<file path="config.mk">
export PLATFORM = sky130hd
export DESIGN_NAME = mdu_sequencer
export DESIGN_NICKNAME = d
export VERILOG_FILES = /design/src/rtl/mdu_pkg.sv /design/src/rtl/mdu_datapath.sv /design/src/rtl/mdu_sequencer.sv
export SDC_FILE = /design/constraint.sdc
export NUM_CORES = 1
export LEC_CHECK = 0
export ABC_AREA = 1
export CORE_ASPECT_RATIO = 1.25
export CORE_MARGIN = 4
export CORE_UTILIZATION = 53
export DETAILED_ROUTE_END_ITERATION = 8
export PLACE_DENSITY = 0.72
export SLEW_MARGIN = 20
export SYNTH_ARGS = -nofsm -noshare
export SYNTH_HDL_FRONTEND = slang
export SYNTH_SLANG_ARGS = --single-unit
</file>
<file path="constraint.sdc">
create_clock -name clk -period 12 [get_ports clk]
set_clock_uncertainty 0.05 [all_clocks]
set_input_delay 2.4 -clock clk [delete_from_list [all_inputs] [get_ports clk]]
set_output_delay 2.4 -clock clk [all_outputs]
set_load 0.02 [all_outputs]
</file>
<file path="src/rtl/mdu_pkg.sv">
// rtl/mdu_pkg.sv - shared op/state encodings for the RV32M multiply/divide unit
package mdu_pkg;

  typedef enum logic [2:0] {
    OP_MUL    = 3'b000,
    OP_MULH   = 3'b001,
    OP_MULHSU = 3'b010,
    OP_MULHU  = 3'b011,
    OP_DIV    = 3'b100,
    OP_DIVU   = 3'b101,
    OP_REM    = 3'b110,
    OP_REMU   = 3'b111
  } mdu_op_e;

  typedef enum logic [1:0] {
    ST_IDLE,
    ST_BUSY,
    ST_DONE
  } mdu_state_e;

  localparam logic [6:0] FUNCT7_MULDIV = 7'b0000001;

endpackage

</file>
<file path="src/rtl/mdu_datapath.sv">
// rtl/mdu_datapath.sv - operand magnitudes, shift-add / restoring-divide iteration and sign fixup
// MDU_EARLY_OUT_EN: raises early for zero-operand multiplies and divide-by-zero / overflow divides.
module mdu_datapath
  import mdu_pkg::*;
#(
  parameter int XLEN = 32
) (
  input  logic            clk,
  input  logic            reset,
  input  logic            load,
  input  logic            step,
  input  logic            finish,
  input  logic [2:0]      funct3,
  input  logic [XLEN-1:0] op_a,
  input  logic [XLEN-1:0] op_b,
  output logic            early,
  output logic [XLEN-1:0] result
);

  localparam logic [XLEN-1:0] ONES    = '1;
  localparam logic [XLEN-1:0] MIN_NEG = {1'b1, {(XLEN-1){1'b0}}};

  mdu_op_e           op_in, op_q;
  logic              a_neg_in, b_neg_in, dbz_in, ovf_in;
  logic [XLEN-1:0]   a_mag_in, b_mag_in, early_res;
  logic [XLEN-1:0]   b_mag, a_raw;
  logic [2*XLEN-1:0] p, p_nxt, prod_fix;
  logic [XLEN:0]     pr, pr_nxt, sum;
  logic [XLEN+1:0]   shifted, diff;
  logic              ge, neg_q, neg_r, dbz, ovf;
  logic [XLEN-1:0]   quo, rmd, final_res;

  always_comb begin
    op_in    = mdu_op_e'(funct3);
    a_neg_in = op_a[XLEN-1] && (op_in inside {OP_MULH, OP_MULHSU, OP_DIV, OP_REM});
    b_neg_in = op_b[XLEN-1] && (op_in inside {OP_MULH, OP_DIV, OP_REM});
    a_mag_in = a_neg_in ? -op_a : op_a;
    b_mag_in = b_neg_in ? -op_b : op_b;
    dbz_in   = funct3[2] && (op_b == '0);
    ovf_in   = (op_in inside {OP_DIV, OP_REM}) && (op_a == MIN_NEG) && (op_b == ONES);
    case (op_in)
      OP_DIV, OP_DIVU: early_res = dbz_in ? ONES : MIN_NEG;
      OP_REM, OP_REMU: early_res = dbz_in ? op_a : '0;
      default:         early_res = '0;
    endcase
  end

`ifdef MDU_EARLY_OUT_EN
  assign early = funct3[2] ? (dbz_in || ovf_in) : ((op_a == '0) || (op_b == '0));
`else
  assign early = 1'b0;
`endif

  // p holds {accumulator, multiplier} for multiply and {unused, quotient/dividend} for divide
  always_comb begin
    sum     = {1'b0, p[2*XLEN-1:XLEN]} + (p[0] ? {1'b0, b_mag} : '0);
    shifted = {pr, p[XLEN-1]};
    diff    = shifted - {2'b00, b_mag};
    ge      = !diff[XLEN+1];
    if (op_q[2]) begin
      p_nxt  = {p[2*XLEN-1:XLEN], p[XLEN-2:0], ge};
      pr_nxt = ge ? diff[XLEN:0] : shifted[XLEN:0];
    end else begin
      p_nxt  = {sum, p[XLEN-1:1]};
      pr_nxt = pr;
    end
    prod_fix = neg_q ? -p_nxt : p_nxt;
    quo      = neg_q ? -p_nxt[XLEN-1:0] : p_nxt[XLEN-1:0];
    rmd      = neg_r ? -pr_nxt[XLEN-1:0] : pr_nxt[XLEN-1:0];
    case (op_q)
      OP_MUL:                       final_res = prod_fix[XLEN-1:0];
      OP_MULH, OP_MULHSU, OP_MULHU: final_res = prod_fix[2*XLEN-1:XLEN];
      OP_DIV, OP_DIVU:              final_res = dbz ? ONES : (ovf ? MIN_NEG : quo);
      default:                      final_res = dbz ? a_raw : (ovf ? '0 : rmd);
    endcase
  end

  always_ff @(posedge clk or posedge reset) begin
    if (reset) begin
      op_q   <= OP_MUL;
      b_mag  <= '0;
      a_raw  <= '0;
      p      <= '0;
      pr     <= '0;
      neg_q  <= 1'b0;
      neg_r  <= 1'b0;
      dbz    <= 1'b0;
      ovf    <= 1'b0;
      result <= '0;
    end else begin
      if (load) begin
        op_q  <= op_in;
        b_mag <= b_mag_in;
        a_raw <= op_a;
        p     <= {{XLEN{1'b0}}, a_mag_in};
        pr    <= '0;
        neg_q <= a_neg_in ^ b_neg_in;
        neg_r <= a_neg_in;
        dbz   <= dbz_in;
        ovf   <= ovf_in;
      end else if (step) begin
        p  <= p_nxt;
        pr <= pr_nxt;
      end
      // the final iteration and the result load share a cycle, so fixup reads the next-state values
      if (finish) result <= load ? early_res : final_res;
    end
  end

endmodule

</file>
<file path="src/rtl/mdu_sequencer.sv">
// rtl/mdu_sequencer.sv - IDLE/BUSY/DONE sequencer for the iterative RV32M multiply/divide unit
// MDU_EARLY_OUT_EN: special/zero-operand ops go IDLE->DONE directly (flag decoded in mdu_datapath).
module mdu_sequencer
  import mdu_pkg::*;
#(
  parameter int XLEN = 32
) (
  input  logic            clk,
  input  logic            reset,
  input  logic            start,
  input  logic [2:0]      funct3,
  input  logic [XLEN-1:0] op_a,
  input  logic [XLEN-1:0] op_b,
  input  logic            flush,
  output logic            stall,
  output logic            busy,
  output logic            done,
  output logic [XLEN-1:0] result
);

  localparam int CW = $clog2(XLEN);

  mdu_state_e    state;
  logic [CW-1:0] counter;
  logic          load, step, last, finish, early;

  assign load   = (state == ST_IDLE) && start && !flush;
  assign step   = (state == ST_BUSY) && !flush;
  assign last   = (counter == CW'(XLEN-1));
  assign finish = (step && last) || (load && early);
  assign stall  = load || (state == ST_BUSY);

  always_ff @(posedge clk or posedge reset) begin
    if (reset) begin
      state   <= ST_IDLE;
      counter <= '0;
      busy    <= 1'b0;
      done    <= 1'b0;
    end else begin
      case (state)
        ST_IDLE: begin
          if (load) begin
            counter <= '0;
            if (early) begin
              state <= ST_DONE;
              done  <= 1'b1;
            end else begin
              state <= ST_BUSY;
              busy  <= 1'b1;
            end
          end
        end
        ST_BUSY: begin
          if (flush) begin
            state <= ST_IDLE;
            busy  <= 1'b0;
          end else if (last) begin
            state <= ST_DONE;
            busy  <= 1'b0;
            done  <= 1'b1;
          end else begin
            counter <= counter + CW'(1);
          end
        end
        ST_DONE: begin
          state <= ST_IDLE;
          done  <= 1'b0;
        end
        default: begin
          state <= ST_IDLE;
          busy  <= 1'b0;
          done  <= 1'b0;
        end
      endcase
    end
  end

  mdu_datapath #(.XLEN(XLEN)) u_datapath (
    .clk    (clk),
    .reset  (reset),
    .load   (load),
    .step   (step),
    .finish (finish),
    .funct3 (funct3),
    .op_a   (op_a),
    .op_b   (op_b),
    .early  (early),
    .result (result)
  );

endmodule

</file>
==> results.cfg <==
[outcome]
status = completed

[floorplanning]
initial_utilization_pct = 54.0
io_pins = 106
dieArea_mm2 = 0.0414
die_w_um = 183
die_y_um = 226
core_area_mm2 = 0.0375
core.rowCount = 79

[critical_path]
cpPeakStageDelay_ns = 0.63
crit_arrival_ns = 4.56
cp_max_fo = 80
path_class = in -> out
crit_top_cell = clkdlybuf4s50_1
worstPathRequired_ns = 9.55
cp-end-kind = primary output
startpoint_type = primary input
crit_family = buffers and inverters
cp_num_buf_inv = 3
slowest_stage = clkdlybuf4s50_1
crit_chain = clkdlybuf4s50_1 > inv_1 > nand3_4 > nand2_1 > clkdlybuf4s50_1

[clock_network]
tritoncts = done
hold_buffers = 0
cts_made_buffers = 24
cts_setup_buffers = 0
htreeDepth = 1
cts_buffer_depth = 3
root_buffer = clkbuf_16
cts_resized = 0
clk_latency_ns = 0.55
clock_sinks = 209
path_clk_slew_ns = 0.06

[drt]
routed_via_density = 6.04
firstDrtPassIters = 6
drc = 0
ant_nets = 0
route.vias.total = 22485
drtIter0Drc = 2561
avgRoutedWirePerCell_um = 20.9
drt-total-wl_um = 77900

[placement]
port_buffers = 105
gp_congestion = 1.03
dp_hpwl_um = 61500
dpl_cell_area_mm2 = 0.0215

[job]
maxCapViolCount = 0

[layout]
drive_above_1_share_pct = 7.79
mostFrequentLayoutCells = nand2_1 (809), inv_1 (401), nor2_1 (310)
syn_to_final_growth_pct = 10.4
final_common_cell = nand2_1
final_area_mm2 = 0.0223
final_net_count = 3361

[sta]
min_period_over_period_pct = 58.4
setup_violations = 0
drv_slew = 0
fmax_ghz = 0.143
worstMarginPinSlew_ns = 1.10
finalSetupTns_ns = 0
rsz0062_at_grt = false
hold_violations = 0
period_needed_ns = 7.01
slew_headroom_pct = 26.0

[synthesis]
synth_nets = 3332
ys_top_cells_by_area = dfrtp_1 (26%), nand2_1 (15%), inv_1 (7.5%)
synth-edff-count = 0
synth_cell_types = 65
synth_cells = 3189
synth_top_area_share_pct = 25.9
ys_warn_count = 0
synth-seq-area-share_pct = 25.9
yosys_register_bits = 209
yosys.area.top_type = dfrtp_1
synthArstFlopShare_pct = 100
postSynthAreaPerCell_um2 = 6.34
synthFlopType = dfrtp_1
syn_area_mm2 = 0.0202

[global_route]
grt_start_max_net_pins = 136
grt_pass1_wl_um = 119000
first_global_vias = 20910
grt_usage_pct = 36.7
grt_overflow = 0
antenna_found_initial = 1

[power]
p_per_area_mw_per_mm2 = 254
leakagePower_nw = 11.0
ir_drop_v = 0.000178

[hold_path]
worst_hold_path_type = reg -> reg
layer usage:
metal / GRT usage (%) / share of wire [%] / vias up
met5: 0 / 0 / -
met4: 19.4 / 6.5 / 0
met3: 3.95 / 7.3 / 222
met2: 61.0 / 47 / 1089
met1: 47.3 / 40 / 10572
li1: - / - / 10602
flip-flops by register name (all words and copies together), names as in the netlist:
name / cells
u_datapath.ovf: 1
u_datapath.result: 32
state: 2
u_datapath.p: 64
u_datapath.neg_q: 1
u_datapath.a_raw: 32
u_datapath.op_q: 3
u_datapath.dbz: 1
counter: 5
busy: 1
done: 1
u_datapath.pr: 33
u_datapath.neg_r: 1
u_datapath.b_mag: 32
through the flow:
step	utilization, %	total power, mW	hold slack [ns]	setup slack [ns]	instances
2_1_floorplan	-	3.77	0.399	3.84	3189
3_3_place_gp	57.4	4.75	0.407	5.06	3678
3_5_place_dp	57.4	4.79	0.417	5.01	3678
4_1_cts	59.6	5.58	0.435	5.00	3720
5_1_grt	59.6	6.08	0.457	4.78	3721
6_report	59.6	5.68	0.440	4.99	3721
power breakdown:
part           switching, mW  internal (mW)
Sequential             0.216          0.870
Combinational           2.69           1.14
Clock                  0.315          0.452
cell type report:
cell class / instances / area [um2]
Clock buffer: 31 / 657
Inverter: 421 / 1590
Multi-Input combinational cell: 2437 / 12900
Sequential cell: 209 / 5240
Clock inverter: 11 / 155
Tap cell: 486 / 608
Antenna cell: 1 / 2.50
Timing Repair Buffer: 125 / 1200
Fill cell: 3679 / 15100
worst paths after layout:
check                                                 start                           endpoint  slack, ns  depth (start not counted)
min                        u_datapath.a_raw[25]$_DFFE_PP0P_   u_datapath.a_raw[25]$_DFFE_PP0P_       0.44                          2
min in group asynchronous                             reset             counter[4]$_DFFE_PP0P_       2.38                          2
max in group asynchronous                             reset     u_datapath.op_q[2]$_DFFE_PP0P_       7.84                          3
max                                                   flush                              stall       4.99                          5
min reg2reg                u_datapath.a_raw[25]$_DFFE_PP0P_   u_datapath.a_raw[25]$_DFFE_PP0P_       0.44                          2
max reg2reg                     u_datapath.p[0]$_DFFE_PP0P_  u_datapath.result[10]$_DFFE_PP0P_       7.06                         24
kinds of logic after synthesis:
| group | synth area share [%] |
|---|---|
| compound gates | 17.3 |
| flops | 25.9 |
| fa+ha+maj | 4.53 |
| buf+inv | 10.6 |
| simple gates | 39.3 |
| xor+xnor | 2.38 |
synthesized netlist by cell type (43+ instances only):
library cell,number
a21oi_1,180
clkbuf_1,75
dfrtp_1,209
ha_1,70
inv_1,405
nand2_1,809
nand3_1,266
nand4_1,69
nor2_1,312
nor3_1,48
o21ai_0,258
xor2_1,43
worst min-delay path, stage by stage (launching register included):
cell and delay, ns:
dfrtp_1 0.35, nand2_1 0.05, o21ai_0 0.06
(Power assumes the default switching activity.)
